===== src/rtl/ucsbece154a_mc_controller_pkg.sv =====
// Shared encodings for the multicycle RISC-V controller: FSM states, ALUOp,
// datapath mux selects, opcodes and ALU/immediate codes.
package ucsbece154a_mc_controller_pkg;

  typedef enum logic [3:0] {
    FETCH    = 4'd0,
    DECODE   = 4'd1,
    MEMADR   = 4'd2,
    MEMREAD  = 4'd3,
    MEMWB    = 4'd4,
    MEMWRITE = 4'd5,
    EXECR    = 4'd6,
    EXECI    = 4'd7,
    ALUWB    = 4'd8,
    BRANCH   = 4'd9,
    JAL      = 4'd10,
    LUI      = 4'd11,
    JALRADR  = 4'd12,
    ILLEGAL  = 4'd13
  } state_t;

  localparam logic [1:0] ALUOP_ADD   = 2'b00;
  localparam logic [1:0] ALUOP_SUB   = 2'b01;
  localparam logic [1:0] ALUOP_FUNCT = 2'b10;

  localparam logic [1:0] SRCA_PC    = 2'b00;
  localparam logic [1:0] SRCA_OLDPC = 2'b01;
  localparam logic [1:0] SRCA_RS1   = 2'b10;

  localparam logic [1:0] SRCB_RS2  = 2'b00;
  localparam logic [1:0] SRCB_IMM  = 2'b01;
  localparam logic [1:0] SRCB_FOUR = 2'b10;

  localparam logic [1:0] RES_ALUOUT    = 2'b00;
  localparam logic [1:0] RES_DATA      = 2'b01;
  localparam logic [1:0] RES_ALURESULT = 2'b10;
  localparam logic [1:0] RES_IMMEXT    = 2'b11;

  localparam logic [6:0] OP_LW     = 7'b0000011;
  localparam logic [6:0] OP_SW     = 7'b0100011;
  localparam logic [6:0] OP_RTYPE  = 7'b0110011;
  localparam logic [6:0] OP_ITYPE  = 7'b0010011;
  localparam logic [6:0] OP_BRANCH = 7'b1100011;
  localparam logic [6:0] OP_JAL    = 7'b1101111;
  localparam logic [6:0] OP_JALR   = 7'b1100111;
  localparam logic [6:0] OP_LUI    = 7'b0110111;

  localparam logic [2:0] FUNCT3_BEQ = 3'b000;
  localparam logic [2:0] FUNCT3_BNE = 3'b001;

  localparam logic [2:0] ALU_ADD = 3'b000;
  localparam logic [2:0] ALU_SUB = 3'b001;
  localparam logic [2:0] ALU_SLT = 3'b010;
  localparam logic [2:0] ALU_OR  = 3'b011;
  localparam logic [2:0] ALU_AND = 3'b100;

  localparam logic [2:0] IMM_I = 3'b000;
  localparam logic [2:0] IMM_S = 3'b001;
  localparam logic [2:0] IMM_B = 3'b010;
  localparam logic [2:0] IMM_J = 3'b011;
  localparam logic [2:0] IMM_U = 3'b100;

  // Only add/sub, slt, or, and are implemented for R-type and I-ALU.
  function automatic logic aluFunct3Legal(input logic [2:0] funct3);
    case (funct3)
      3'b000, 3'b010, 3'b110, 3'b111: aluFunct3Legal = 1'b1;
      default:                        aluFunct3Legal = 1'b0;
    endcase
  endfunction

endpackage


===== src/rtl/ucsbece154a_mc_controller_aludec.sv =====
// ALU decoder: maps the internal ALUOp plus instruction fields onto the
// ALU operation code.
module ucsbece154a_aludec
  import ucsbece154a_mc_controller_pkg::*;
(
  input  logic [1:0] ALUOp_i,
  input  logic [2:0] funct3_i,
  input  logic       op5_i,
  input  logic       funct7b5_i,
  output logic [2:0] ALUControl_o
);

  always_comb begin
    ALUControl_o = ALU_ADD;
    case (ALUOp_i)
      ALUOP_ADD: ALUControl_o = ALU_ADD;
      ALUOP_SUB: ALUControl_o = ALU_SUB;
      ALUOP_FUNCT: begin
        case (funct3_i)
          // Only R-type (op[5]=1) can encode sub; addi ignores funct7.
          3'b000:  ALUControl_o = (op5_i & funct7b5_i) ? ALU_SUB : ALU_ADD;
          3'b010:  ALUControl_o = ALU_SLT;
          3'b110:  ALUControl_o = ALU_OR;
          3'b111:  ALUControl_o = ALU_AND;
          default: ALUControl_o = ALU_ADD;
        endcase
      end
      default: ALUControl_o = ALU_ADD;
    endcase
  end

endmodule


===== src/rtl/ucsbece154a_mc_controller.sv =====
// Multicycle RISC-V control unit: Moore FSM over fetch/decode/execute/memory/
// writeback with optional memory-ready stalls and a sticky illegal trap.
module ucsbece154a_mc_controller
  import ucsbece154a_mc_controller_pkg::*;
#(
  parameter bit MEM_HANDSHAKE = 1'b1
) (
  input  logic       clk,
  input  logic       reset,
  input  logic [6:0] op_i,
  input  logic [2:0] funct3_i,
  input  logic       funct7b5_i,
  input  logic       zero_i,
  input  logic       mem_ready_i,
  output logic       PCWrite_o,
  output logic       AdrSrc_o,
  output logic       IRWrite_o,
  output logic       MemWrite_o,
  output logic       RegWrite_o,
  output logic [1:0] ResultSrc_o,
  output logic [1:0] ALUSrcA_o,
  output logic [1:0] ALUSrcB_o,
  output logic [2:0] ALUControl_o,
  output logic [2:0] ImmSrc_o,
  output logic       illegal_o,
  output logic [3:0] state_o
);

  state_t     state_q, state_d;
  logic       ready;
  logic       pcUpdate, branch, irWrite, memWrite, regWrite;
  logic [1:0] aluOp;

  assign ready = mem_ready_i | ~MEM_HANDSHAKE;

  always_ff @(posedge clk) begin
    if (reset) state_q <= FETCH;
    else       state_q <= state_d;
  end

  always_comb begin
    state_d     = state_q;
    pcUpdate    = 1'b0;
    branch      = 1'b0;
    irWrite     = 1'b0;
    memWrite    = 1'b0;
    regWrite    = 1'b0;
    AdrSrc_o    = 1'b0;
    ResultSrc_o = RES_ALUOUT;
    ALUSrcA_o   = SRCA_PC;
    ALUSrcB_o   = SRCB_RS2;
    aluOp       = ALUOP_ADD;
    case (state_q)
      FETCH: begin
        ALUSrcB_o   = SRCB_FOUR;
        ResultSrc_o = RES_ALURESULT;
        irWrite     = ready;
        pcUpdate    = ready;
        if (ready) state_d = DECODE;
      end
      DECODE: begin
        ALUSrcA_o = SRCA_OLDPC;
        ALUSrcB_o = SRCB_IMM;
        case (op_i)
          OP_LW, OP_SW: state_d = MEMADR;
          OP_RTYPE:     state_d = aluFunct3Legal(funct3_i) ? EXECR : ILLEGAL;
          OP_ITYPE:     state_d = aluFunct3Legal(funct3_i) ? EXECI : ILLEGAL;
          OP_BRANCH:    state_d = (funct3_i == FUNCT3_BEQ || funct3_i == FUNCT3_BNE)
                                  ? BRANCH : ILLEGAL;
          OP_JAL:       state_d = JAL;
          OP_JALR:      state_d = JALRADR;
          OP_LUI:       state_d = LUI;
          default:      state_d = ILLEGAL;
        endcase
      end
      MEMADR: begin
        ALUSrcA_o = SRCA_RS1;
        ALUSrcB_o = SRCB_IMM;
        state_d   = (op_i == OP_SW) ? MEMWRITE : MEMREAD;
      end
      MEMREAD: begin
        AdrSrc_o = 1'b1;
        if (ready) state_d = MEMWB;
      end
      MEMWB: begin
        ResultSrc_o = RES_DATA;
        regWrite    = 1'b1;
        state_d     = FETCH;
      end
      MEMWRITE: begin
        AdrSrc_o = 1'b1;
        memWrite = 1'b1;
        if (ready) state_d = FETCH;
      end
      EXECR: begin
        ALUSrcA_o = SRCA_RS1;
        aluOp     = ALUOP_FUNCT;
        state_d   = ALUWB;
      end
      EXECI: begin
        ALUSrcA_o = SRCA_RS1;
        ALUSrcB_o = SRCB_IMM;
        aluOp     = ALUOP_FUNCT;
        state_d   = ALUWB;
      end
      ALUWB: begin
        regWrite = 1'b1;
        state_d  = FETCH;
      end
      BRANCH: begin
        ALUSrcA_o = SRCA_RS1;
        aluOp     = ALUOP_SUB;
        branch    = 1'b1;
        state_d   = FETCH;
      end
      // jalr computes rs1+imm into ALUOut, then reuses JAL to jump and link.
      JALRADR: begin
        ALUSrcA_o = SRCA_RS1;
        ALUSrcB_o = SRCB_IMM;
        state_d   = JAL;
      end
      JAL: begin
        ALUSrcA_o = SRCA_OLDPC;
        ALUSrcB_o = SRCB_FOUR;
        pcUpdate  = 1'b1;
        state_d   = ALUWB;
      end
      LUI: begin
        ResultSrc_o = RES_IMMEXT;
        regWrite    = 1'b1;
        state_d     = FETCH;
      end
      ILLEGAL: state_d = ILLEGAL;
      default: state_d = FETCH;
    endcase
  end

  always_comb begin
    case (op_i)
      OP_SW:     ImmSrc_o = IMM_S;
      OP_BRANCH: ImmSrc_o = IMM_B;
      OP_JAL:    ImmSrc_o = IMM_J;
      OP_LUI:    ImmSrc_o = IMM_U;
      default:   ImmSrc_o = IMM_I;
    endcase
  end

  ucsbece154a_aludec u_aludec (
    .ALUOp_i      (aluOp),
    .funct3_i     (funct3_i),
    .op5_i        (op_i[5]),
    .funct7b5_i   (funct7b5_i),
    .ALUControl_o (ALUControl_o)
  );

  // Funct3 bit 0 distinguishes bne from beq, inverting the zero condition.
  assign PCWrite_o  = ~reset & (pcUpdate | (branch & (zero_i ^ funct3_i[0])));
  assign IRWrite_o  = ~reset & irWrite;
  assign MemWrite_o = ~reset & memWrite;
  assign RegWrite_o = ~reset & regWrite;
  assign illegal_o  = (state_q == ILLEGAL);
  assign state_o    = state_q;

endmodule


===== config.mk =====
export PLATFORM = sky130hd
export DESIGN_NAME = ucsbece154a_mc_controller
export DESIGN_NICKNAME = d
export VERILOG_FILES = /design/src/rtl/ucsbece154a_mc_controller_pkg.sv /design/src/rtl/ucsbece154a_mc_controller_aludec.sv /design/src/rtl/ucsbece154a_mc_controller.sv
export SDC_FILE = /design/constraint.sdc
export NUM_CORES = 1
export LEC_CHECK = 0
export ABC_AREA = 1
export CORE_MARGIN = 1.5
export CORE_UTILIZATION = 41
export CTS_CLUSTER_SIZE = 12
export DETAILED_ROUTE_END_ITERATION = 16
export PLACE_DENSITY = 0.8
export SKIP_LAST_GASP = 1
export SLEW_MARGIN = 20
export SYNTH_ARGS = -nofsm -noshare
export SYNTH_HDL_FRONTEND = slang
export SYNTH_SLANG_ARGS = --single-unit

===== constraint.sdc =====
create_clock -name clk -period 2 [get_ports clk]
set_input_delay 0.3 -clock clk [delete_from_list [all_inputs] [get_ports clk]]
set_output_delay 0.3 -clock clk [all_outputs]
set_load 0.1 [all_outputs]

==> impl_metrics.tcl <==
set metrics [dict create \
    status "finished, violations left" \
    violations "setup timing" \
    min_path_type "flop to flop" \
    vias 1101 \
    dp_hpwl_um 2100 \
    ys_seq_area_share_pct 10.1 \
    synth_nets 154 \
    p_clk_share_pct 5.9 \
    cp_max_fo 3 \
    cts_max_level 1 \
    area_growth_pct 97.9 \
    cts_buffers 3 \
    instances_no_fill 210 \
    cp.arrival_ns 1.75 \
    grt_pass1_wl_um 3840 \
    chipHeight_um 47.0 \
    nNetsFinal 204 \
    initial_core_util_pct 45.0 \
    clk_pin_slew_ns 0.05 \
    port_buffers 36 \
    antennaDiodeCount 0 \
    slew_headroom_pct 72.5 \
    avgSynthCellArea_um2 5.79 \
    worstMarginPinSlew_ns 0.408 \
    critical_path.startpoint_type "flop" \
    gr-usage-all-layers_pct 24.7 \
    cts_buffer_depth 2 \
    drt_iter0_drc 29 \
    peakVddDrop_mv 1.30 \
    p_total_mw 1.97 \
    cap_violations 0 \
    wl_per_cell_um 14.1 \
    p_sw_mw 1.25 \
    dieWidth_um 47.0 \
    finalClockSkew_ns 0.0166 \
    synth-seq-cells 4 \
    path_class "flop to primary output" \
    grt_max_degree 8 \
    synth_xor_area_share_pct 0 \
    grt_pass1_vias 926 \
    cts.sinks 4 \
    synth_flop_cell "dfxtp_1" \
    internal_power_mw 0.715 \
    power.density_mw_per_mm2 1250 \
    pin_count 37 \
    fmax_mhz 488 \
    ys_warn_count 0 \
    largest_register_ffs 4 \
    wl_um 2960 \
    setup_slack_ns -0.0471 \
    p_leak_nw 0.698 \
    n_fill_cell 99 \
    syn_area_um2 793 \
    worstPathRequired_ns 1.70 \
    drc 0 \
    globalRouteOverflowTotal 0 \
    placedCellCount 200 \
    viasPerCell 5.24 \
    ff2ff_setup_slack_ns 0.52 \
    power_frac_comb_pct 86.7 \
    synthAdderAreaFrac_pct 3.15 \
    setup_viol 2 \
    fin_crit_ns 2.05 \
    maxSlewViolCount 0 \
    synth_top_family_by_area "simple AND/OR/NAND/NOR gates" \
    antenna_found_initial 0 \
    p_seq_share_pct 7.4 \
    cts_tree "done" \
    ant_nets 0 \
    async_flop_share_pct 0 \
    period_share_pct 102 \
    cts_root_buf "clkbuf_4" \
    drive_gt1_share_pct 50.8 \
    place_congestion 0.846 \
    syn_inst 137 \
    ys_types 28 \
    rsz0062_at_grt "true" \
    die-area_mm2 0.00221 \
    synth-compound-area-share_pct 15.3 \
    cp-end-kind "primary output" \
    fin_util_pct 89.0 \
    p_sw_share_pct 63.7 \
    synth_mux_area_share_pct 0 \
    synthSimpleGateAreaFrac_pct 57.3 \
    finalHoldViolCount 0 \
    core_area_mm2 0.00176 \
    clk_latency_ns 0.26 \
    firstDrtPassIters 4 \
    synth_edf_count 0 \
    rows 15 \
]
[per-stage QoR]
step	TNS, ns	worst slack (ns)	cell area (um^2)	hold WS, ns
final	-0.0602	-0.0471	1570	0.663
after detailed placement	0	0.00728	1470	0.536
after global routing	-0.228	-0.114	1570	0.664
after global placement	0	0.0926	1470	0.534
after floorplan	-1.30	-0.556	892	0.353
after CTS	0	0.00453	1510	0.650
[final cells by class]
type / instances / area (um^2) / area share (%)
Tap cell: 25 / 31.3 / 1.99
Inverter: 30 / 115 / 7.33
Clock buffer: 3 / 22.5 / 1.43
Sequential cell: 4 / 95.1 / 6.06
Multi-Input combinational cell: 103 / 708 / 45.1
Timing Repair Buffer: 45 / 598 / 38.1
[Yosys cell counts (2+ instances only)]
cell type | instances | area (um^2)
o21ai_1 | 2 | 10.0
nand3_1 | 6 | 30.0
nand2_1 | 34 | 128
o211ai_1 | 2 | 15.0
and2_1 | 2 | 12.5
nand3_2 | 2 | 20.0
a21oi_1 | 4 | 20.0
ha_1 | 2 | 25.0
inv_1 | 17 | 63.8
dfxtp_1 | 4 | 80.1
nand2_2 | 5 | 31.3
nor2_1 | 14 | 52.6
o21ai_0 | 3 | 15.0
nor2_2 | 6 | 37.5
a21oi_2 | 2 | 17.5
nor2_4 | 7 | 78.8
inv_2 | 12 | 45.0
nor3_1 | 3 | 15.0
[power by group through the flow]
stage	Sequential (mW)	Clock, mW	Combinational [mW]
after floorplan	0.314	0	0.946
after global placement	0.169	0	1.58
after CTS	0.143	0.118	1.65
after global routing	0.149	0.121	1.77
final	0.146	0.116	1.71
after detailed placement	0.169	0	1.60
[worst paths after layout]
kind,depth (start not counted),startpoint,end
setup / recovery,8,state_o[3]$_SDFFE_PP0P_,ALUControl_o[1]
hold / removal,3,state_o[0]$_SDFFE_PP0P_,state_o[0]$_SDFFE_PP0P_
setup reg to reg,7,state_o[2]$_SDFFE_PP0P_,state_o[0]$_SDFFE_PP0P_
hold reg to reg,3,state_o[0]$_SDFFE_PP0P_,state_o[0]$_SDFFE_PP0P_
[layout by cell type, fill, tap and decap left out]
cell / count
nand4_1: 1
a31oi_2: 1
nand3_2: 3
nand2_4: 1
inv_1: 13
nand3_1: 5
o211ai_1: 2
a21oi_2: 2
inv_4: 1
clkinv_1: 1
o21ai_1: 3
o21ai_0: 2
clkdlybuf4s50_1: 14
buf_4: 13
nor2_8: 1
inv_2: 15
or2_1: 1
nor2_4: 10
o21ai_2: 1
nor3_4: 3
nor3_1: 1
dfxtp_4: 4
clkbuf_4: 3
a41oi_2: 1
or2_2: 1
and2_1: 2
a31oi_4: 1
a21oi_1: 3
a21oi_4: 1
ha_1: 1
nand2_1: 32
ha_4: 1
buf_12: 18
nor2_1: 10
nor2_2: 7
nand2_2: 6
[critical path: stages, from the launching register on]
cell and delay [ns]:
dfxtp_4 0.37, inv_2 0.06, nor2_4 0.14, inv_2 0.08
nor2_4 0.11, inv_2 0.06, ha_4 0.23, nor3_4 0.22
buf_12 0.20
[timing repair]
item | 4_1_cts | 5_1_grt
hold buffers | 0 | 0
setup buffers | 2 | 5
pin swaps | 1 | 7
resized for setup | 1 | 9
setup endpoints to repair | 2 | 4
[logic make-up after synthesis]
logic type	count (synthesis)
AO/OA/AOI/OAI	17
buffers and inverters	30
AND/OR/NAND/NOR	84
flip-flops	4
adder cells (fa/ha/maj)	2
[per-layer routing]
metal  wire length [um]  global-route usage, %  part of all wire (%)
met1               1060                   29.6                    36
met2               1640                   44.7                    55
met3                195                   5.77                   6.6
met4                 74                   5.00                   2.5
met5                  0                      0                     0
No activity file was read; power rests on OpenSTA's default activity.
